**src/rtl/wb_slave_decode_mux.sv**
```systemverilog
// wb_slave_decode_mux
// Wishbone classic interconnect: one master fanned out to NUM_SLAVES slaves.
// Slave selection is decoded once per transaction and held in sel_q. Unmapped
// addresses get an error response from a built-in responder. Slaves that never
// ack are aborted after TIMEOUT_CYCLES with an error response. The first error
// since the last clear is held in sticky registers for firmware to read.
module wb_slave_decode_mux #(
    parameter int unsigned NUM_SLAVES     = 2,
    parameter int unsigned ADDR_WIDTH     = 32,
    parameter int unsigned DATA_WIDTH     = 32,
    parameter logic [NUM_SLAVES*ADDR_WIDTH-1:0] SLAVE_BASE = {32'h000F_0000, 32'h000E_0000},
    parameter logic [NUM_SLAVES*ADDR_WIDTH-1:0] SLAVE_MASK = {32'h000F_FF00, 32'h000F_FF00},
    parameter int unsigned TIMEOUT_CYCLES = 255,
    parameter logic [DATA_WIDTH-1:0] ERR_DATA = 32'hDEAD_BEEF
) (
    input  logic                             clk,
    input  logic                             rst_n,
    input  logic                             m_cyc_i,
    input  logic                             m_stb_i,
    input  logic                             m_we_i,
    input  logic [ADDR_WIDTH-1:0]            m_adr_i,
    input  logic [DATA_WIDTH-1:0]            m_dat_i,
    input  logic [DATA_WIDTH/8-1:0]          m_sel_i,
    output logic                             m_ack_o,
    output logic                             m_err_o,
    output logic [DATA_WIDTH-1:0]            m_dat_o,
    output logic [NUM_SLAVES-1:0]            s_cyc_o,
    output logic [NUM_SLAVES-1:0]            s_stb_o,
    output logic                             s_we_o,
    output logic [ADDR_WIDTH-1:0]            s_adr_o,
    output logic [DATA_WIDTH-1:0]            s_dat_o,
    output logic [DATA_WIDTH/8-1:0]          s_sel_o,
    input  logic [NUM_SLAVES-1:0]            s_ack_i,
    input  logic [NUM_SLAVES*DATA_WIDTH-1:0] s_dat_i,
    output logic                             err_valid_o,
    output logic [1:0]                       err_cause_o,
    output logic [ADDR_WIDTH-1:0]            err_addr_o,
    input  logic                             err_clear_i
);

    // A zero TIMEOUT_CYCLES disables the timeout; keep the counter one bit wide then.
    localparam bit          TIMEOUT_EN = (TIMEOUT_CYCLES != 0);
    localparam int unsigned CNT_WIDTH  = TIMEOUT_EN ? $clog2(TIMEOUT_CYCLES + 1) : 1;
    localparam int unsigned CNT_LAST_I = TIMEOUT_EN ? TIMEOUT_CYCLES - 1 : 0;
    localparam logic [CNT_WIDTH-1:0] CNT_LAST = CNT_WIDTH'(CNT_LAST_I);

    localparam logic [1:0] CAUSE_MISS    = 2'b01;
    localparam logic [1:0] CAUSE_TIMEOUT = 2'b10;

    typedef enum logic [1:0] {
        IDLE   = 2'd0,
        ACTIVE = 2'd1,
        RESP   = 2'd2
    } state_t;

    state_t                  state_q, state_d;
    logic [NUM_SLAVES-1:0]   sel_q, sel_d;
    logic [CNT_WIDTH-1:0]    cnt_q, cnt_d;
    logic [NUM_SLAVES-1:0]   match;
    logic [NUM_SLAVES-1:0]   first_hit;
    logic                    any_hit;
    logic                    sel_ack;
    logic [DATA_WIDTH-1:0]   sel_dat;
    logic                    timeout_hit;
    logic                    err_event;
    logic [1:0]              err_cause_d;
    logic                    err_valid_q;
    logic [1:0]              err_cause_q;
    logic [ADDR_WIDTH-1:0]   err_addr_q;

    // Address, write data, write enable and byte enables go to every slave unchanged.
    assign s_we_o  = m_we_i;
    assign s_adr_o = m_adr_i;
    assign s_dat_o = m_dat_i;
    assign s_sel_o = m_sel_i;

    assign err_valid_o = err_valid_q;
    assign err_cause_o = err_cause_q;
    assign err_addr_o  = err_addr_q;

    assign timeout_hit = TIMEOUT_EN && (cnt_q == CNT_LAST);

    // Base/mask match for every slave, reduced to a one-hot of the lowest matching index.
    always_comb begin
        match     = '0;
        first_hit = '0;
        any_hit   = 1'b0;
        for (int i = 0; i < NUM_SLAVES; i++) begin
            match[i] = ((m_adr_i & SLAVE_MASK[i*ADDR_WIDTH +: ADDR_WIDTH]) ==
                        (SLAVE_BASE[i*ADDR_WIDTH +: ADDR_WIDTH] & SLAVE_MASK[i*ADDR_WIDTH +: ADDR_WIDTH]));
            if (match[i] && !any_hit) begin
                first_hit[i] = 1'b1;
                any_hit      = 1'b1;
            end
        end
    end

    // Ack and read data of the slave held in sel_q (one-hot, so an OR-reduction suffices).
    always_comb begin
        sel_ack = |(s_ack_i & sel_q);
        sel_dat = '0;
        for (int i = 0; i < NUM_SLAVES; i++) begin
            if (sel_q[i]) begin
                sel_dat = sel_dat | s_dat_i[i*DATA_WIDTH +: DATA_WIDTH];
            end
        end
    end

    // State, selection and timeout counter registers.
    always_ff @(posedge clk or negedge rst_n) begin
        if (!rst_n) begin
            state_q <= IDLE;
            sel_q   <= '0;
            cnt_q   <= '0;
        end else begin
            state_q <= state_d;
            sel_q   <= sel_d;
            cnt_q   <= cnt_d;
        end
    end

    // Next-state logic and master/slave handshake outputs.
    always_comb begin
        state_d     = state_q;
        sel_d       = sel_q;
        cnt_d       = '0;
        err_event   = 1'b0;
        err_cause_d = 2'b00;
        m_ack_o     = 1'b0;
        m_err_o     = 1'b0;
        m_dat_o     = '0;
        s_cyc_o     = '0;
        s_stb_o     = '0;
        case (state_q)
            IDLE: begin
                if (m_cyc_i && m_stb_i) begin
                    sel_d = first_hit;
                    if (any_hit) begin
                        state_d = ACTIVE;
                    end else begin
                        state_d     = RESP;
                        err_event   = 1'b1;
                        err_cause_d = CAUSE_MISS;
                    end
                end
            end
            ACTIVE: begin
                s_cyc_o = sel_q & {NUM_SLAVES{m_cyc_i}};
                s_stb_o = sel_q & {NUM_SLAVES{m_cyc_i & m_stb_i}};
                m_ack_o = sel_ack;
                m_dat_o = sel_dat;
                if (!m_cyc_i || sel_ack) begin
                    state_d = IDLE;
                end else if (timeout_hit) begin
                    state_d     = RESP;
                    err_event   = 1'b1;
                    err_cause_d = CAUSE_TIMEOUT;
                end else begin
                    cnt_d = cnt_q + 1'b1;
                end
            end
            RESP: begin
                m_ack_o = m_cyc_i;
                m_err_o = m_cyc_i;
                m_dat_o = ERR_DATA;
                state_d = IDLE;
            end
            default: begin
                state_d = IDLE;
            end
        endcase
    end

    // Sticky error capture: first error wins, unless a clear lands in the same cycle.
    always_ff @(posedge clk or negedge rst_n) begin
        if (!rst_n) begin
            err_valid_q <= 1'b0;
            err_cause_q <= 2'b00;
            err_addr_q  <= '0;
        end else if (err_event && (!err_valid_q || err_clear_i)) begin
            err_valid_q <= 1'b1;
            err_cause_q <= err_cause_d;
            err_addr_q  <= m_adr_i;
        end else if (err_clear_i) begin
            err_valid_q <= 1'b0;
            err_cause_q <= 2'b00;
            err_addr_q  <= '0;
        end
    end

endmodule

```
**config.mk**
```make
export PLATFORM = sky130hd
export DESIGN_NAME = wb_slave_decode_mux
export DESIGN_NICKNAME = d
export VERILOG_FILES = /design/src/rtl/wb_slave_decode_mux.sv
export SDC_FILE = /design/constraint.sdc
export NUM_CORES = 1
export LEC_CHECK = 0
export CAP_MARGIN = 40
export CORE_MARGIN = 3
export CORE_UTILIZATION = 30
export CTS_CLUSTER_DIAMETER = 150
export DETAILED_ROUTE_END_ITERATION = 8
export MAX_ROUTING_LAYER = met4
export PLACE_DENSITY = 0.81
export SLEW_MARGIN = 30
export SYNTH_ARGS = -nofsm -noshare
export SYNTH_HDL_FRONTEND = slang
export SYNTH_SLANG_ARGS = --single-unit
```
**constraint.sdc**
```tcl
create_clock -name clk -period 2.17 [get_ports clk]
set_clock_uncertainty 0.2 [all_clocks]
set_input_delay 0.3255 -clock clk [delete_from_list [all_inputs] [get_ports clk]]
set_output_delay 0.3255 -clock clk [all_outputs]
set_load 0.01 [all_outputs]
```
==> out/metrics.cfg <==
[power_and_ir_drop]
power.share.clock = 0.189
power_switching_uw = 1350
power_frac_seq = 0.256
switching_share = 0.329
power_density_mw_per_mm2 = 698
p_leak_uw = 0.00265
vdd_drop_max_mv = 0.520
internal-power_uw = 2760
power_frac_comb = 0.554
total_power_uw = 4110

[timing]
period_minus_slack_ns = 2.23
setup_viol = 29
period_share = 1.03
whs_ns = 0.254
fmax_ghz = 0.448
setup_ws_ns = -0.0631
rsz0062_at_grt = true
worst_pin_slew_ns = 0.328
relSlewSlack = 0.782
hold_violations = 0
finalMaxSlewViolations = 0

[die]
dieWidth_microns = 113
die_h_microns = 113
core_area_sq_mm = 0.0110
dieArea_sq_mm = 0.0127
pin_count = 282
start_util = 0.311
rows = 38

[detailed_routing]
vias = 3187
post-route-drc-count = 0
wirelength_microns = 12400
wl_per_cell_microns = 18.9
viasPerCell = 4.85
drt_iter0_drc = 222
drtAntennaViolNets = 0
dr.pass1.iters = 4

[cts]
cts_sinks = 47
root_buffer = clkbuf_16
htreeDepth = 2
clkLatencyLatePin_ns = 0.28
cts.path.max_buffers = 2
cts_tree = done
cts_buffers = 5
clkTransAtPathRegs_ns = 0.07

[logic_synthesis]
syn_inst = 338
syn_avg_cell_area_sq_um = 10.1
ys_seq_area_frac = 0.344
synth_fp_nets = 483
yosys_warnings = 0
synth_flop_cell = dfrtp_1
synth-edff-count = 0
synth-seq-cells = 47
synthArstFlopShare = 1.00
syn-cell-area_sq_mm = 0.00341
yosysUniqueCellTypes = 36

[global_routing]
grt_pass1_vias = 3528
grt_pass1_wl_microns = 18800
grt_max_degree = 25
grtUsageTotal = 0.189
globalRouteOverflowTotal = 0
antenna_found_initial = 0

[critical_path]
crit_path_max_fanout = 7
cp_data_arrival_time_ns = 1.71
worst_path_max_delay_cell = dfrtp_1
worstSetupStartpointType = register
endpoint_kind = output port
worstSetupPathType = register to output port
slowest_delay_ns = 0.42
cp_cell_sequence = ha_4 > and2_4 > buf_12 > a221oi_4 > nor2b_1 > buf_2
required_ns = 1.64
reg2reg_slack_ns = -0.02

[cells_and_area]
fin_nets = 661
final_common_cell = clkdlybuf4s50_1
finalInstanceArea_sq_mm = 0.00589
n_antenna_cell = 0
n_fill_cell = 953
utilization = 0.537
layout-drive-gt1-share = 0.333
layout_common_cells = clkdlybuf4s50_1, nor2b_1, dfrtp_1, buf_4, buf_2
areaGrowthSynthToFinish_pct = 72.6

[place]
port_buffers = 207
place_area_sq_mm = 0.00541
hpwlAfterDp_microns = 9150
gp_congestion = 0.841
pre_cts_slack_ns = -0.515

[run_status]
status = finished with violations
violations = setup timing

[run]
maxCapViolations = 0

[min_path]
min_path_type = input port to asynchronous set/reset pin

## worst max-delay path: cells and delay by family, from the launching register on
family	cells	cell delay, ns
adders and majority gates	1	0.18
and+or+nand+nor	2	0.25
buffers and inverters	2	0.29
AOI/OAI and AO/OA	1	0.27
DFF	1	0.42
## metrics by stage
| step | std cells | setup TNS (ns) |
|---|---|---|
| global route | 657 | -3.38 |
| floorplan | 338 | 0 |
| detailed placement | 639 | -23.81 |
| CTS | 658 | -2.23 |
| finish | 657 | -0.763 |
| global placement | 639 | -21.66 |
## path summary, 6_finish.rpt
| kind | from | end | cells past startpoint |
|---|---|---|---|
| worst max register to register | cnt_q[3]$_DFF_PN0_ | err_addr_o[19]$_DFFE_PN0P_ | 6 |
| max in group asynchronous | rst_n | err_addr_o[18]$_DFFE_PN0P_ | 3 |
| min in group clk | m_adr_i[9] | err_addr_o[9]$_DFFE_PN0P_ | 2 |
| worst min-delay path | rst_n | err_addr_o[30]$_DFFE_PN0P_ | 2 |
| worst max-delay path | state_q[0]$_DFFE_PN0P_ | m_dat_o[6] | 6 |
| worst min register to register | cnt_q[0]$_DFF_PN0_ | cnt_q[0]$_DFF_PN0_ | 1 |
## repair_timing
action / 4_1_cts / 5_1_grt
buffers inserted: 6 / 4
pin swaps: 15 / 23
resized for setup: 192 / 28
gates cloned: 4 / 2
setup endpoints to repair: 70 / 57
hold endpoints to repair: 13 / 0
hold buffers: 1 / 0
## cell families (layout without fill, tap and decap cells)
family | count (synthesis) | count (layout) | synth area share
xor gates and xnor gates | 6 | 6 | 0.0154
adders and majority gates | 5 | 5 | 0.0183
DFF | 47 | 47 | 0.344
buffers and inverters | 93 | 272 | 0.185
AOI/OAI and AO/OA | 46 | 46 | 0.113
and+or+nand+nor | 109 | 109 | 0.186
muxes | 32 | 32 | 0.139
## cell type report
class                      instances  area [sq um]  share of cell area
clock buffer                       6           139              0.0236
sequential                        47          1180               0.200
multi-input combinational        198          1910               0.324
timing repair buffer             260          2460               0.417
tap                              140           175              0.0297
clock inverter                     2          13.8             0.00233
inverter                           4          20.0             0.00340
## synth_stat cells (all sizes together) (4+ instances only)
cell,instances,area share
mux2,32,0.14
and3,5,0.0095
xor2,5,0.013
and2,4,0.0073
buf,72,0.16
a22oi,8,0.018
nand2,9,0.0099
nor2b,58,0.11
nand3,5,0.0088
ha,5,0.018
inv,4,0.0044
a221oi,25,0.064
dfrtp,47,0.34
clkbuf,17,0.019
o21ai,5,0.0073
nor2,20,0.024
## power by group through the flow
stage	Sequential, uW	Clock (uW)	Combinational, uW
floorplan	1100	0	981
global placement	1060	0	2070
detailed placement	1060	0	2120
CTS	1050	799	2160
global route	1070	846	2420
finish	1050	778	2280
## layer usage
| layer | track usage | part of all wire | vias up |
|---|---|---|---|
| li1 | - | - | 1456 |
| met1 | 0.211 | 0.39 | 1527 |
| met2 | 0.338 | 0.52 | 189 |
| met3 | 0.0480 | 0.082 | 15 |
| met4 | 0.0425 | 0.012 | 0 |
| met5 | - | 0 | - |
## registers in the layout, indices dropped and copies added, names as in the netlist
signal and count:
err_addr_o 32, cnt_q 8, err_cause_o 2, sel_q 2, state_q 2, err_valid_o 1
Note: power is estimated with default switching activity, not from simulation.
